**config.mk**
```make
export PLATFORM = sky130hd
export DESIGN_NAME = cpu_sram_arbiter
export DESIGN_NICKNAME = d
export VERILOG_FILES = /design/src/rtl/cpu_sram_arbiter_pkg.sv /design/src/rtl/cpu_sram_owner_fifo.sv /design/src/rtl/cpu_sram_arbiter.sv
export SDC_FILE = /design/constraint.sdc
export NUM_CORES = 1
export LEC_CHECK = 0
export BUFFER_PORTS_ARGS = -buffer_cell sky130_fd_sc_hd__buf_4
export CAP_MARGIN = 10
export CORE_AREA = 2 2 104 106
export CTS_CLUSTER_DIAMETER = 200
export DETAILED_ROUTE_END_ITERATION = 16
export DIE_AREA = 0 0 106 108
export GPL_TIMING_DRIVEN = 0
export PLACE_DENSITY_LB_ADDON = 0.1
export SYNTH_ARGS = -nofsm -noshare
export SYNTH_HDL_FRONTEND = slang
export SYNTH_SLANG_ARGS = --single-unit
```
**constraint.sdc**
```tcl
create_clock -name clk -period 2.5 [get_ports clk]
set_input_delay 0.375 -clock clk [delete_from_list [all_inputs] [get_ports clk]]
set_output_delay 0.375 -clock clk [all_outputs]
set_load 0.1 [all_outputs]
```
**src/rtl/cpu_sram_arbiter_pkg.sv**
```systemverilog
// Shared definitions for the CPU-to-SRAM bus arbiter.
//   owner_e : the master that owns a transaction (fetch or data)
//   ADDR_W  : bus address width
//   DATA_W  : bus data width
package cpu_sram_arbiter_pkg;

  localparam int ADDR_W = 32;
  localparam int DATA_W = 32;

  typedef enum logic {
    OWNER_INST = 1'b0,
    OWNER_DATA = 1'b1
  } owner_e;

endpackage

```
**src/rtl/cpu_sram_owner_fifo.sv**
```systemverilog
// Ordered record of which master owns each accepted-but-unanswered bus
// transaction. One bit per entry (1 = data master, 0 = fetch master).
// Ports:
//   clk, reset           clock, asynchronous active-low reset
//   push, push_owner     record a newly accepted transaction
//   pop                  retire the oldest transaction
//   full, empty          occupancy flags (from registered count)
//   head_owner           owner of the oldest transaction
module cpu_sram_owner_fifo #(
  parameter int DEPTH = 4
) (
  input  logic clk,
  input  logic reset,
  input  logic push,
  input  logic push_owner,
  input  logic pop,
  output logic full,
  output logic empty,
  output logic head_owner
);

  localparam int PTR_W = $clog2(DEPTH);
  localparam int CNT_W = PTR_W + 1;
  localparam logic [CNT_W-1:0] CNT_FULL = CNT_W'(DEPTH);

  logic [DEPTH-1:0] mem_q, mem_d;
  logic [PTR_W-1:0] wr_ptr_q, wr_ptr_d;
  logic [PTR_W-1:0] rd_ptr_q, rd_ptr_d;
  logic [CNT_W-1:0] count_q, count_d;
  logic             push_en, pop_en;

  assign full       = (count_q == CNT_FULL);
  assign empty      = (count_q == '0);
  assign head_owner = mem_q[rd_ptr_q];

  always_comb begin
    push_en  = push & ~full;
    pop_en   = pop & ~empty;
    mem_d    = mem_q;
    wr_ptr_d = wr_ptr_q;
    rd_ptr_d = rd_ptr_q;
    count_d  = count_q;
    if (push_en) begin
      mem_d[wr_ptr_q] = push_owner;
      // DEPTH is a power of two, so the pointer wraps by overflow.
      wr_ptr_d = wr_ptr_q + PTR_W'(1);
    end
    if (pop_en) begin
      rd_ptr_d = rd_ptr_q + PTR_W'(1);
    end
    case ({push_en, pop_en})
      2'b10:   count_d = count_q + CNT_W'(1);
      2'b01:   count_d = count_q - CNT_W'(1);
      default: count_d = count_q;
    endcase
  end

  always_ff @(posedge clk or negedge reset) begin
    if (!reset) begin
      mem_q    <= '0;
      wr_ptr_q <= '0;
      rd_ptr_q <= '0;
      count_q  <= '0;
    end else begin
      mem_q    <= mem_d;
      wr_ptr_q <= wr_ptr_d;
      rd_ptr_q <= rd_ptr_d;
      count_q  <= count_d;
    end
  end

endmodule

```
**src/rtl/cpu_sram_arbiter.sv**
```systemverilog
// Shares one sram-like bus between the instruction-fetch master (read only)
// and the data master. Data has fixed priority; an address that the bus has
// not yet accepted is held so a later data request cannot preempt it.
// Responses come back in order and are routed to their owner through a
// small owner FIFO.
// Ports:
//   clk, reset                       clock, asynchronous active-low reset
//   i_req/i_addr                     fetch request
//   i_addr_ok/i_data_ok/i_rdata      fetch handshake and read data
//   d_req/d_wr/d_addr/d_wdata        data request (load or store)
//   d_addr_ok/d_data_ok/d_rdata      data handshake and load data
//   s_req/s_wr/s_addr/s_wdata        shared bus request
//   s_addr_ok/s_data_ok/s_rdata      shared bus handshake and read data
module cpu_sram_arbiter
  import cpu_sram_arbiter_pkg::*;
#(
  parameter int OUTSTANDING = 4
) (
  input  logic        clk,
  input  logic        reset,
  input  logic        i_req,
  input  logic [31:0] i_addr,
  output logic        i_addr_ok,
  output logic        i_data_ok,
  output logic [31:0] i_rdata,
  input  logic        d_req,
  input  logic        d_wr,
  input  logic [31:0] d_addr,
  input  logic [31:0] d_wdata,
  output logic        d_addr_ok,
  output logic        d_data_ok,
  output logic [31:0] d_rdata,
  output logic        s_req,
  output logic        s_wr,
  output logic [31:0] s_addr,
  output logic [31:0] s_wdata,
  input  logic        s_addr_ok,
  input  logic        s_data_ok,
  input  logic [31:0] s_rdata
);

  logic   hold_valid_q, hold_valid_d;
  owner_e hold_owner_q, hold_owner_d;

  logic   grant_valid;
  owner_e grant_owner;
  logic   grant_fetch, grant_data;
  logic   addr_accept;
  logic   pop;
  logic   fifo_full, fifo_empty, fifo_head;

  always_comb begin
    grant_valid = hold_valid_q | d_req | i_req;
    if (hold_valid_q) begin
      grant_owner = hold_owner_q;
    end else if (d_req) begin
      grant_owner = OWNER_DATA;
    end else begin
      grant_owner = OWNER_INST;
    end

    // Reset gating keeps every output at 0 while reset is held, even though
    // the bus-side inputs may still be toggling.
    grant_fetch = reset & grant_valid & (grant_owner == OWNER_INST);
    grant_data  = reset & grant_valid & (grant_owner == OWNER_DATA);

    // full comes from the registered count only; a same-cycle response does
    // not open a slot until the next cycle.
    s_req = reset & grant_valid & ~fifo_full;

    s_addr  = '0;
    s_wr    = 1'b0;
    s_wdata = '0;
    if (grant_data) begin
      s_addr  = d_addr;
      s_wr    = d_wr;
      s_wdata = d_wdata;
    end else if (grant_fetch) begin
      s_addr = i_addr;
    end

    addr_accept = s_req & s_addr_ok;
    i_addr_ok   = addr_accept & grant_fetch;
    d_addr_ok   = addr_accept & grant_data;

    // A response with nothing outstanding is dropped.
    pop       = s_data_ok & ~fifo_empty;
    d_data_ok = reset & pop & (owner_e'(fifo_head) == OWNER_DATA);
    i_data_ok = reset & pop & (owner_e'(fifo_head) == OWNER_INST);
    i_rdata   = reset ? s_rdata : '0;
    d_rdata   = reset ? s_rdata : '0;

    hold_valid_d = hold_valid_q;
    hold_owner_d = hold_owner_q;
    if (addr_accept) begin
      hold_valid_d = 1'b0;
    end else if (s_req) begin
      hold_valid_d = 1'b1;
      hold_owner_d = grant_owner;
    end
  end

  always_ff @(posedge clk or negedge reset) begin
    if (!reset) begin
      hold_valid_q <= 1'b0;
      hold_owner_q <= OWNER_INST;
    end else begin
      hold_valid_q <= hold_valid_d;
      hold_owner_q <= hold_owner_d;
    end
  end

  cpu_sram_owner_fifo #(
    .DEPTH(OUTSTANDING)
  ) u_owner_fifo (
    .clk       (clk),
    .reset     (reset),
    .push      (addr_accept),
    .push_owner(grant_owner == OWNER_DATA),
    .pop       (pop),
    .full      (fifo_full),
    .empty     (fifo_empty),
    .head_owner(fifo_head)
  );

endmodule
```
==> flow_summary.yaml, run 1 <==
pwr:
  clockPowerShare_pct: 4.3
  power.share.sequential_pct: 9.7
  combPwrFrac_pct: 86.1
  p_sw_mw: 2.95
  power_density_nw_per_um2: 1080
  p_leak_nw: 2.33
  swShare_pct: 67.9
  ir_drop_v: 0.000468
  internal_power_mw: 1.39
global_routing:
  grtUsageTotal_pct: 14.4
  grt_pass1_vias: 2367
  grt_max_degree: 21
  grt_antenna_before_repair: 0
  grt_first_pass_wirelength_mm: 13.1
  overflow: 0
drt:
  firstDrtPassIters: 4
  vias: 2495
  vias_per_cell: 4.02
  avgRoutedWirePerCell_um: 14.7
  drc_errors: 0
  ant_nets: 0
  routed_wl_mm: 9.12
  drt-initial-drc-count: 115
floorplan:
  io_pins: 269
  core.rowCount: 37
  die-area_sq_um: 11400
  core_sq_um: 10200
  start_util_pct: 17.5
  die_y_um: 108
  die_w_um: 106
sta:
  whs_ps: 3.54
  rsz0062_at_grt: "true"
  finalSetupViolCount: 0
  max_slew_margin_pct: 74.8
  fin_ws_ps: 138
  fin_crit_sh_pct: 94.5
  final_hold_viol_count: 0
  fin_setup_tns_ps: 0
  slew_violations: 0
  fin_crit_ps: 2360
  fin_skew_ps: 0.661
  fmax_mhz: 423
  worst_pin_slew_ps: 377
setup_path:
  r2r-start: "hold_valid_q"
  start_kind: "flop"
  path_max_fanout: 10
  crit_path_end_kind: "output pin"
  r2r_slack_ps: 280
  ff2ff_path_depth: 9
  r2r-end: "u_owner_fifo.count_q[2]"
  cp.required_ps: 2120
  endpoint: "s_addr[10]"
  crit_type: "flop to output pin"
  arrival_ps: 1990
  startpoint: "hold_valid_q"
final_layout:
  utilization_pct: 39.4
  drive_gt1_share_pct: 67.4
  antenna_cells: 0
  final_nets: 627
  final_cells: 621
  areaGrowthSynthToFinish_pct: 126
clock_network:
  clk_pin_slew_worst_paths_ps: 50
  post_cts_buffers: 0
  numCtsBuffers: 3
  clock-sinks: 13
  cts_max_path_buffers: 2
  root_buffer: "clkbuf_8"
  cts_tree: "yes"
  clock_latency_ps: 240
  cts.htree.levels: 1
placed_design:
  dp.cells: 617
  place_hpwl_mm: 7.92
  gp_congestion: 0.800
  portBuffers: 268
  detailedPlace.worstSlack_ps: 86.6
logic_synthesis:
  synth_cell_types: 30
  yosysTopAreaCellShare_pct: 18.2
  yosysSeqAreaShare_pct: 18.2
  yosysWarnings: 0
  synth_top_area_cell: "dfrtp_1"
  syn_nets: 354
  yosys-top-cells-area: "dfrtp_1 (18%), a22o_1 (16%), buf_4 (13%)"
  ys_seq_elements: 13
  syn_inst: 213
  syn_area_sq_um: 1790
  syn_avg_cell_area_sq_um: 8.40
hold_path:
  hp-class: "input port to asynchronous set/reset pin"
flow_run:
  cap_violations: 0
status:
  status: "finished clean"
==> worst max-delay path, stage by stage, from the launching register on <==
cell	delay, ps
dfrtp_1	440
mux2_2	380
and2_2	190
buf_2	160
buf_6	150
a22o_1	190
buf_4	230
==> power groups by stage <==
| stage | Clock, mW | Sequential, mW | Combinational (mW) |
|---|---|---|---|
| 2_1_floorplan | 0 | 0.399 | 2.98 |
| 5_1_grt | 0.205 | 0.442 | 3.90 |
| 6_report | 0.186 | 0.420 | 3.74 |
| 4_1_cts | 0.192 | 0.421 | 3.76 |
| 3_3_place_gp | 0 | 0.420 | 3.72 |
| 3_5_place_dp | 0 | 0.424 | 3.74 |
==> synth_stat cells, drive strengths merged <==
library cell and number:
buf 40, and3 36, and2 33, a22o 32
dfrtp 13, clkbuf 11, mux2 7, nand2 6
ha 5, inv 5, nor3 5, nor2 3
xnor2 3, xor2 3, nor3b 2, o21a 2
fa 1, mux2i 1, mux4 1, nor2b 1
o31a 1, o31ai 1, or3b 1
==> cells in the final DEF, fill, tap and decap left out, types with 4 or more instances in the layout <==
cell type and count:
and2_1 32, nand2_1 6, nor3_1 5, clkbuf_1 11, inv_1 5, buf_4 300, dfrtp_1 13, mux2_2 6
and3_1 34, a22o_1 32, ha_1 5, buf_6 4
==> how the worst min path moves through the flow <==
stage | from | end | slack, ps | depth (start not counted)
after floorplan | reset | hold_owner_q | 80 | 0
after global placement | reset | u_owner_fifo.count_q[2] | 270 | 1
after global routing | reset | u_owner_fifo.count_q[2] | 10 | 1
after detailed placement | reset | u_owner_fifo.wr_ptr_q[1] | 270 | 1
after CTS | reset | u_owner_fifo.wr_ptr_q[1] | 9 | 1
final | reset | u_owner_fifo.count_q[2] | 4 | 1
==> layer usage <==
layer / part of all wire [%] / up-vias / GRT usage, %
met5: 0 / - / 0
met4: 0.71 / 0 / 1.22
met3: 6.3 / 6 / 3.32
met2: 57 / 91 / 29.2
met1: 36 / 1133 / 15.6
li1: - / 1265 / -
==> kinds of logic (layout without fill, tap and decap cells) <==
kind of cell / after synthesis / in the layout / synth area share [%]
AO/OA/AOI/OAI: 36 / 36 / 17.7
XOR/XNOR: 6 / 6 / 2.94
adder cells (fa/ha/maj): 6 / 6 / 4.62
buffers and inverters: 56 / 328 / 20.3
flip-flops: 13 / 13 / 18.2
multiplexers: 9 / 9 / 6.43
AND/OR/NAND/NOR: 87 / 87 / 29.8
==> state kept, by name, summed over array words and instances, names as in the netlist <==
| name | count |
|---|---|
| u_owner_fifo.mem_q | 4 |
| u_owner_fifo.count_q | 3 |
| u_owner_fifo.rd_ptr_q | 2 |
| u_owner_fifo.wr_ptr_q | 2 |
| hold_owner_q | 1 |
| hold_valid_q | 1 |
==> stage by stage <==
| step | cell area [sq um] | power (mW) |
|---|---|---|
| 2_1_floorplan | 1800 | 3.38 |
| 3_3_place_gp | 3980 | 4.14 |
| 3_5_place_dp | 3980 | 4.17 |
| 4_1_cts | 4020 | 4.37 |
| 5_1_grt | 4040 | 4.54 |
| 6_report | 4040 | 4.34 |
==> area by class of cell <==
class                   count  area [sq um]
fillers                  1097          6200
flip-flops and latches     13           325
inverters                   5          18.8
multi-input cells         144          1120
repair buffers            268          2010
clock buffers               4          45.0
well taps                 136           170
plain buffers              51           348
==> what timing repair did <==
action / CTS / global route
setup endpoints to repair: 0 / 21
resized for setup: 0 / 3
hold buffers: 0 / 0
endpoints found under the hold margin: 0 / 0
No activity file was read; power rests on OpenSTA's default activity.
==> run 2, diff against run 1 <==
==> constraint.sdc (replaced) <==
create_clock -name clk -period 2.5 [get_ports clk]
set_input_delay 0.25 -clock clk [delete_from_list [all_inputs] [get_ports clk]]
set_output_delay 0.25 -clock clk [all_outputs]
set_load 0.1 [all_outputs]
==> run 2 against run 1 <==
Effect of this change: clock power hardly changed; total power is 0.17% lower; wire length is 3.0% lower; sequential cell count stayed put; die area stayed put; via count is 1.5% higher; combinational power hardly changed; global-route usage is 0.39 points lower; cell count is 0.16% higher; critical path depth is 1 lower; register-to-register slack hardly changed; critical endpoint is now s_addr[13].
==> flow_summary.yaml, run 2 (synthesis gave the netlist of run 1 again) <==
setup_path:
  cp_top_family: "buffers and inverters"
  path_max_fanout: 10
  arrival_ps: 2050
  cp_cell_sequence: "nor3b_1 -> o21a_1 -> buf_1 -> a22o_1 -> buf_4"
  crit_path_max_incr_delay_ps: 440
  crit_path_end_kind: "output pin"
  path_buf_inv: 2
  crit_slowest_cell: "dfrtp_1"
  cp.required_ps: 2250
  crit_type: "flop to output pin"
  start_kind: "flop"
global_routing:
  grtUsageTotal_pct: 14.0
  grt_antenna_before_repair: 0
  grt_pass1_vias: 2449
  grt_max_degree: 14
  grt_first_pass_wirelength_mm: 12.9
  overflow: 0
clock_network:
  numCtsBuffers: 3
  cts.htree.levels: 1
  post_cts_buffers: 0
  clock-sinks: 13
  cts_tree: "yes"
  clk_pin_slew_worst_paths_ps: 50
  cts_max_path_buffers: 2
  clock_latency_ps: 240
  root_buffer: "clkbuf_8"
sta:
  slew_violations: 0
  fin_crit_sh_pct: 92.2
  fin_ws_ps: 195
  max_slew_margin_pct: 58.2
  worst_pin_slew_ps: 626
  fin_skew_ps: 6.05
  fin_crit_ps: 2300
  whs_ps: 429
  finalSetupViolCount: 0
  fmax_mhz: 434
  fin_setup_tns_ps: 0
  rsz0062_at_grt: "false"
  final_hold_viol_count: 0
final_layout:
  drive_gt1_share_pct: 66.9
  areaGrowthSynthToFinish_pct: 126
  largest-register: "u_owner_fifo.mem_q"
  final-seq-area_sq_um: 325
  utilization_pct: 39.5
  fillers: 1050
  stdcell_area_sq_um: 4040
  largest_reg_flops: 4
  final_nets: 628
  multi_input_area_sq_um: 1110
  final_common_cell: "buf_4"
  final_cell_mix: "buf_4 (300), and3_1 (34), a22o_1 (32), and2_1 (32), dfrtp_1 (13)"
  antenna_cells: 0
  final_cells: 622
  top_regs: "u_owner_fifo.mem_q x4, u_owner_fifo.count_q x3"
drt:
  drt-initial-drc-count: 104
  vias_per_cell: 4.07
  routed_wl_mm: 8.84
  firstDrtPassIters: 4
  vias: 2532
  avgRoutedWirePerCell_um: 14.2
  ant_nets: 0
  drc_errors: 0
floorplan:
  die_w_um: 106
  core_sq_um: 10200
  start_util_pct: 17.5
  die_y_um: 108
  io_pins: 269
  die-area_sq_um: 11400
  core.rowCount: 37
pwr:
  power_density_nw_per_um2: 1070
  p_leak_nw: 2.33
  ir_drop_v: 0.000443
  power_mw: 4.33
placed_design:
  dp.cells: 617
  portBuffers: 268
  postPlaceCellArea_sq_um: 3980
  detailedPlace.worstSlack_ps: 135
  gp_congestion: 0.744
  place_hpwl_mm: 7.65
status:
  status: "finished clean"
hold_path:
  hp-class: "input port to flop"
flow_run:
  cap_violations: 0
## run 2: power breakdown
group	internal [mW]	switching, mW	total [mW]	leakage (nW)
Combinational	0.959	2.77	3.72	2.15
Sequential	0.319	0.102	0.421	0.154
Clock	0.110	0.0793	0.189	0.0255
## run 2: layout make-up
| class | count | area share, % |
|---|---|---|
| plain buffers | 51 | 8.54 |
| clock buffers | 3 | 1.02 |
| clock inverters | 1 | 0.124 |
| inverters | 5 | 0.464 |
| multi-input cells | 144 | 27.6 |
| flip-flops and latches | 13 | 8.05 |
| well taps | 136 | 4.21 |
| repair buffers | 269 | 50.0 |
## run 2: final timing paths
kind / from / endpoint / slack, ps / depth (start not counted)
min in group asynchronous: reset / u_owner_fifo.count_q[1] / 660 / 2
max in group asynchronous: reset / hold_valid_q / 1430 / 2
setup / recovery: hold_valid_q / s_addr[13] / 200 / 5
hold / removal: s_addr_ok / hold_owner_q / 430 / 3
hold reg to reg: u_owner_fifo.count_q[2] / u_owner_fifo.count_q[2] / 500 / 1
setup reg to reg: hold_valid_q / u_owner_fifo.count_q[2] / 280 / 9
## run 2: worst min-delay path, stage by stage
cell	delay (ps)
buf_4	120
nor3_1	60
mux2_2	210
## run 2: metal layers
layer | global-route usage, % | wire length (um) | vias to the layer above
li1 | - | - | 1267
met1 | 15.5 | 3230 | 1139
met2 | 27.6 | 4860 | 112
met3 | 2.41 | 578 | 14
met4 | 3.38 | 184 | 0
met5 | 0 | 0 | -
## run 2: timing repair
item                                    4_1_cts  5_1_grt
hold buffers                                  1        0
endpoints found under the hold margin        13        0
resized for setup                             0        1
endpoints found under the setup margin        0        1
